<file path="config.mk">
export PLATFORM = sky130hd
export DESIGN_NAME = clock_seq_ctrl
export DESIGN_NICKNAME = d
export VERILOG_FILES = /design/src/rtl/clock_seq_ctrl.sv
export SDC_FILE = /design/constraint.sdc
export NUM_CORES = 1
export LEC_CHECK = 0
export CORE_MARGIN = 1.5
export CORE_UTILIZATION = 45
export DETAILED_ROUTE_END_ITERATION = 7
export HOLD_SLACK_MARGIN = 0.03
export PLACE_DENSITY = 0.6
export REMOVE_ABC_BUFFERS = 1
export SKIP_CTS_REPAIR_TIMING = 1
export SYNTH_ARGS = -nofsm -noshare
export SYNTH_HDL_FRONTEND = slang
export SYNTH_SLANG_ARGS = --single-unit
</file>
<file path="constraint.sdc">
create_clock -name clk_i -period 2.7 [get_ports clk_i]
set_clock_uncertainty 0.2 [all_clocks]
set_input_delay 0.81 -clock clk_i [delete_from_list [all_inputs] [get_ports clk_i]]
set_output_delay 0.81 -clock clk_i [all_outputs]
set_load 0.05 [all_outputs]
</file>
<file path="src/rtl/clock_seq_ctrl.sv">
// clock_seq_ctrl: 1 Hz prescaler, seconds/minutes/hours strobes and set-mode FSM for the lab clock.
// Define CLOCK_SEQ_PAUSE_EN to add the PAUSE mode (adj toggles RUN <-> PAUSE).
module clock_seq_ctrl #(
    parameter int TICK_DIV   = 50000000,
    parameter int HOLD_DIV   = 25000000,
    parameter int REPEAT_DIV = 12500000
) (
    input  logic       clk_i,
    input  logic       reset_ni,
    input  logic       btn_mode_i,
    input  logic       btn_adj_i,
    input  logic       btn_clr_i,
    input  logic       sec_carry_i,
    input  logic       min_carry_i,
    output logic       inc_sec_o,
    output logic       inc_min_o,
    output logic       inc_hr_o,
    output logic       clr_sec_o,
    output logic       clr_all_o,
    output logic [1:0] mode_o,
    output logic       blink_o
);
    localparam logic [1:0] RUN     = 2'b00;
    localparam logic [1:0] SET_MIN = 2'b01;
    localparam logic [1:0] SET_HR  = 2'b10;
    localparam logic [1:0] PAUSE   = 2'b11;
`ifdef CLOCK_SEQ_PAUSE_EN
    localparam bit PAUSE_EN = 1'b1;
`else
    localparam bit PAUSE_EN = 1'b0;
`endif
    localparam int CW   = $clog2(TICK_DIV + 1);
    localparam int RMAX = (HOLD_DIV > REPEAT_DIV) ? HOLD_DIV : REPEAT_DIV;
    localparam int RW   = $clog2(RMAX + 1);
    localparam logic [CW-1:0] TICK_LAST = CW'(TICK_DIV - 1);
    localparam logic [CW-1:0] HALF_LAST = CW'(TICK_DIV / 2 - 1);
    localparam logic [RW-1:0] HOLD_LAST = RW'(HOLD_DIV - 1);
    localparam logic [RW-1:0] REP_LAST  = RW'(REPEAT_DIV - 1);

    // Button vectors are ordered {clr, mode, adj}
    logic [2:0]    s1_q, s2_q, prev_q, edg;
    logic [1:0]    mode_q, mode_d;
    logic [CW-1:0] cnt_q, cnt_d;
    logic [RW-1:0] rep_q, rep_d;
    logic          rep_on_q, rep_on_d, blink_q, blink_d;
    logic          inc_sec_q, inc_sec_d, inc_min_q, inc_min_d, inc_hr_q, inc_hr_d;
    logic          clr_sec_q, clr_sec_d, clr_all_q, clr_all_d;
    logic          clr_e, mode_e, adj_e, adj_hi, set_mode, rep_fire, tick;

    assign edg      = s2_q & ~prev_q;
    assign clr_e    = edg[2];
    assign mode_e   = edg[1];
    assign adj_e    = edg[0];
    assign adj_hi   = s2_q[0];
    assign set_mode = (mode_q == SET_MIN) || (mode_q == SET_HR);
    assign tick     = cnt_q == TICK_LAST;
    // First repeat after HOLD_DIV cycles of holding, then every REPEAT_DIV cycles
    assign rep_fire = set_mode && adj_hi && !adj_e && (rep_q == (rep_on_q ? REP_LAST : HOLD_LAST));

    always_comb begin
        mode_d    = mode_q;
        cnt_d     = cnt_q;
        rep_d     = '0;
        rep_on_d  = 1'b0;
        blink_d   = blink_q;
        inc_sec_d = 1'b0;
        inc_min_d = 1'b0;
        inc_hr_d  = 1'b0;
        clr_sec_d = 1'b0;
        clr_all_d = 1'b0;
        if (clr_e) begin
            clr_all_d = 1'b1;
            mode_d    = RUN;
            cnt_d     = '0;
            blink_d   = 1'b0;
        end else if (mode_e) begin
            mode_d    = (mode_q == SET_MIN) ? SET_HR : (mode_q == SET_HR) ? RUN : SET_MIN;
            cnt_d     = '0;
            blink_d   = mode_q != SET_HR;
            clr_sec_d = mode_q == SET_HR;
        end else if (set_mode) begin
            // In set modes the prescaler becomes the blink half-period counter
            rep_d     = (adj_e || !adj_hi || rep_fire) ? '0 : rep_q + 1'b1;
            rep_on_d  = adj_hi && !adj_e && (rep_on_q || rep_fire);
            inc_min_d = (adj_e || rep_fire) && mode_q == SET_MIN;
            inc_hr_d  = (adj_e || rep_fire) && mode_q == SET_HR;
            cnt_d     = (cnt_q == HALF_LAST) ? '0 : cnt_q + 1'b1;
            blink_d   = blink_q ^ (cnt_q == HALF_LAST);
        end else if (PAUSE_EN && mode_q == PAUSE) begin
            mode_d  = adj_e ? RUN : PAUSE;
            blink_d = !adj_e;
        end else if (PAUSE_EN && adj_e) begin
            mode_d  = PAUSE;
            blink_d = 1'b1;
        end else begin
            cnt_d     = tick ? '0 : cnt_q + 1'b1;
            inc_sec_d = tick;
            inc_min_d = tick && sec_carry_i;
            inc_hr_d  = tick && sec_carry_i && min_carry_i;
        end
    end

    always_ff @(posedge clk_i or negedge reset_ni) begin
        if (!reset_ni) begin
            s1_q      <= '0;
            s2_q      <= '0;
            prev_q    <= '0;
            mode_q    <= RUN;
            cnt_q     <= '0;
            rep_q     <= '0;
            rep_on_q  <= 1'b0;
            blink_q   <= 1'b0;
            inc_sec_q <= 1'b0;
            inc_min_q <= 1'b0;
            inc_hr_q  <= 1'b0;
            clr_sec_q <= 1'b0;
            clr_all_q <= 1'b0;
        end else begin
            s1_q      <= {btn_clr_i, btn_mode_i, btn_adj_i};
            s2_q      <= s1_q;
            prev_q    <= s2_q;
            mode_q    <= mode_d;
            cnt_q     <= cnt_d;
            rep_q     <= rep_d;
            rep_on_q  <= rep_on_d;
            blink_q   <= blink_d;
            inc_sec_q <= inc_sec_d;
            inc_min_q <= inc_min_d;
            inc_hr_q  <= inc_hr_d;
            clr_sec_q <= clr_sec_d;
            clr_all_q <= clr_all_d;
        end
    end

    assign inc_sec_o = inc_sec_q;
    assign inc_min_o = inc_min_q;
    assign inc_hr_o  = inc_hr_q;
    assign clr_sec_o = clr_sec_q;
    assign clr_all_o = clr_all_q;
    assign mode_o    = mode_q;
    assign blink_o   = blink_q;
endmodule
</file>
==> results of run 1 <==
sequential cells by signal, indices dropped and copies added, names as in the netlist:
name and flops:
cnt_q 26, rep_q 25, prev_q 3, s1_q 3, s2_q 3, mode_o 2, blink_o 1, clr_all_o 1
clr_sec_o 1, inc_hr_o 1, inc_min_o 1, inc_sec_o 1, rep_on_q 1
worst register-to-register path: cells and delay by family (launching register included):
kind | cells | cell delay (ns)
AND/OR/NAND/NOR | 4 | 1.00
flip-flops | 1 | 0.41
adder cells (fa/ha/maj) | 1 | 0.35
buffers and inverters | 2 | 0.25
AO/OA/AOI/OAI | 1 | 0.07
metal layers:
layer / GRT usage (%) / part of all wire [%] / routed length (µm) / up-vias
met4: 7.552 / 1.9 / 114 / 0
met2: 26.58 / 45 / 2731 / 37
met1: 24.33 / 50 / 3080 / 1115
met5: 0 / 0 / 0 / -
li1: - / - / - / 1183
met3: 4.432 / 2.9 / 175 / 9
how the worst max path moves through the flow:
stage                     end  slack (ns)      start  depth (start not counted)
floorplan           cnt_q[10]        0.08  mode_o[0]                          7
global placement    cnt_q[20]        0.34  mode_o[0]                          8
detailed placement  cnt_q[20]        0.33  mode_o[0]                          8
CTS                 mode_o[0]        0.09  mode_o[0]                          1
global route        cnt_q[20]        0.06  mode_o[0]                          8
finish              mode_o[0]        0.12  mode_o[0]                          1
cell type report:
cell class | count | area [µm²]
Clock buffer | 9 | 123.9
Clock inverter | 7 | 75.07
Fill cell | 682 | 3441
Inverter | 11 | 41.29
Multi-Input combinational cell | 242 | 1463
Sequential cell | 69 | 1727
Tap cell | 99 | 123.9
Timing Repair Buffer | 22 | 220.2
placed cells by master, fill, tap and decap left out, drive strengths merged, types with 3 or more instances in the layout:
cell type	count
nand4	18
and2	3
nor4	12
clkbuf	9
and3	6
inv	12
nand2b	3
nor2	59
buf	9
clkdlybuf4s50	13
and4	7
nor2b	3
nand3	24
ha	4
nand2	26
xor2	23
a21oi	5
clkinvlp	3
nor3	9
dfrtp	69
xnor2	24
logic make-up after synthesis:
| group | count (synthesis) |
|---|---|
| buffers and inverters | 22 |
| AND/OR/NAND/NOR | 180 |
| adder cells (fa/ha/maj) | 4 |
| AO/OA/AOI/OAI | 11 |
| XOR/XNOR | 47 |
| flip-flops | 69 |
per-stage QoR:
stage | hold slack [ns] | setup slack (ns) | instance area (µm²) | instances | utilization [%]
3_5_place_dp | 0.1434 | 0.3307 | 3575 | 443 | 49.55
3_3_place_gp | 0.1332 | 0.3448 | 3575 | 443 | 49.55
4_1_cts | 0.1615 | 0.09416 | 3774 | 459 | 52.31
5_1_grt | 0.1661 | 0.05864 | 3774 | 459 | 52.31
6_report | 0.1570 | 0.1166 | 3774 | 459 | 52.31
2_1_floorplan | 0.1312 | 0.07681 | 3231 | 322 | -
power by group through the flow:
stage               logic (mW)  registers, mW  clock network, mW
finish                   0.153           1.07              0.846
floorplan               0.0578           1.12                  0
global placement         0.155           1.09                  0
CTS                      0.157           1.07              0.871
global route             0.171           1.08              0.924
detailed placement       0.156           1.09                  0
==> metrics, run 1 <==
outcome=completed; VDD IR max=285.2 µV; CP Class=register to output pin; sw frac=25.79%; post-synthesis mux area share=0%; grt ovf=0; Mapped Avg Cell Area=9.980 µm²; RSZ-0062 raised after global routing=false; Syn Inst Count=333; clk buf depth=2; layout cell share with drive strength beyond 1=7.778%; main flop type after synthesis=dfrtp_1; post-DP HPWL=4.358 mm; Post-Synth Simple-Gate Area=27.45%; main combinational cell family by area after synthesis=simple AND/OR/NAND/NOR gates; largest net degree at the start of global routing=36; die area=7909 µm²; CTS root buf=clkbuf_8; Clock Latency Late Sink=0.35 ns; Setup-failing EPs final=0; DIE HEIGHT=88.94 µm; antenna violations before repair=0; Starting Density=46.06%; worst slew pin tran=0.5397 ns; minimum clock period=2.583 ns; critical path required time=1.69 ns; dominant cell type by area after synthesis=dfrtp_1; routed vias/inst=5.107; DRT iter0 DRCs=125; Arrival @ worst endpoint=1.57 ns; Total Power=2.073 mW; area of the core=7214 µm²; Fin Setup TNS=0 ns; final number of hold-violating endpoints=0; Die Wd=88.94 µm; hold_sp=s1_q[0]; #FFs+latches synth=69; crit-path leading delay family=buffers and inverters; Area Overhead vs Synth=13.55%; P_int=1.539 mW; Hold WC Path Type=register to register; Max-Cap Viols=0; crit path launch type=register; Clk pwr share=40.8%; top cells by count, synth=69 x dfrtp_1, 59 x nor2_1, 26 x nand2_1, 24 x nand3_1, 24 x xnor2_1; Area contributors post-synth=dfrtp_1 52%, nor2_1 6.7%, xnor2_1 6.3%; row cnt=31; Max Clk Rate=387.1 MHz; synth warn=0; Netlist cell types=36; DRC=0; EDFF count, synth=0; CTS Buf Count=9; worst r2r src=mode_o[0]; Crit Path Max Fanout=4; FFs w/ async S/R, synth=100.0%; CTS tree=yes; clk slew on worst S/H paths=0.08 ns; top-count cell post-synth=dfrtp_1; NumNets Final=366; cell-by-cell trace of the critical path=clkdlybuf4s50_1; period utilization=95.68%; Adder-Cell Fraction of Synth Area=1.506%; ant diodes=0; Slew Limit Headroom=63.69%; DRT antenna net count=0; port bufs=14; Synth Area in Compound Gates=2.673%; CTS H-tree lvls=3; worst reg2reg endpoint=cnt_q[20]; first-pass GRT wire length=10.60 mm; Switching Power=0.5347 mW; crit end category=output pin; clock sinks=69; hold path endpoint=s2_q[0]; LEAKAGE=1.500 nW; flop2flop setup slack=0.28 ns; DR pass1 iterations=4; Cell Pwr Density=549.4 nW/µm²; XOR/XNOR share of the synthesized area=12.39%; Worst Hold Depth=0; routed length per instance=13.29 µm; path depth of the worst reg2reg path=8; Slowest-stage cell, CP=clkdlybuf4s50_1; Tot GR Track Use=17.65%; number of global-route vias before repair=2271; Slew Viols, Final=0; crit path buf inv count=1; routability congestion estimate=0.8345; I/O pin cnt=15; Logic pwr share=7.4%; final WL=6.102 mm; synthesized area=3323 µm²; area share of the largest cell type after synthesis=51.96%; Flop pwr share=51.8%; slowest stage delay, CP=0.82 ns; sequential fraction of the synthesis area=51.96%; vias=2344
Note: power is estimated with default switching activity, not from simulation.
==> run 2: changes to the inputs <==
--- a/config.mk
+++ b/config.mk
@@ -12,6 +12,7 @@
 export PLACE_DENSITY = 0.6
 export REMOVE_ABC_BUFFERS = 1
 export SKIP_CTS_REPAIR_TIMING = 1
+export SLEW_MARGIN = 20
 export SYNTH_ARGS = -nofsm -noshare
 export SYNTH_HDL_FRONTEND = slang
 export SYNTH_SLANG_ARGS = --single-unit
==> results of run 2 <==
Same layout as run 1: the final DEF is identical, and so are final timing and power.
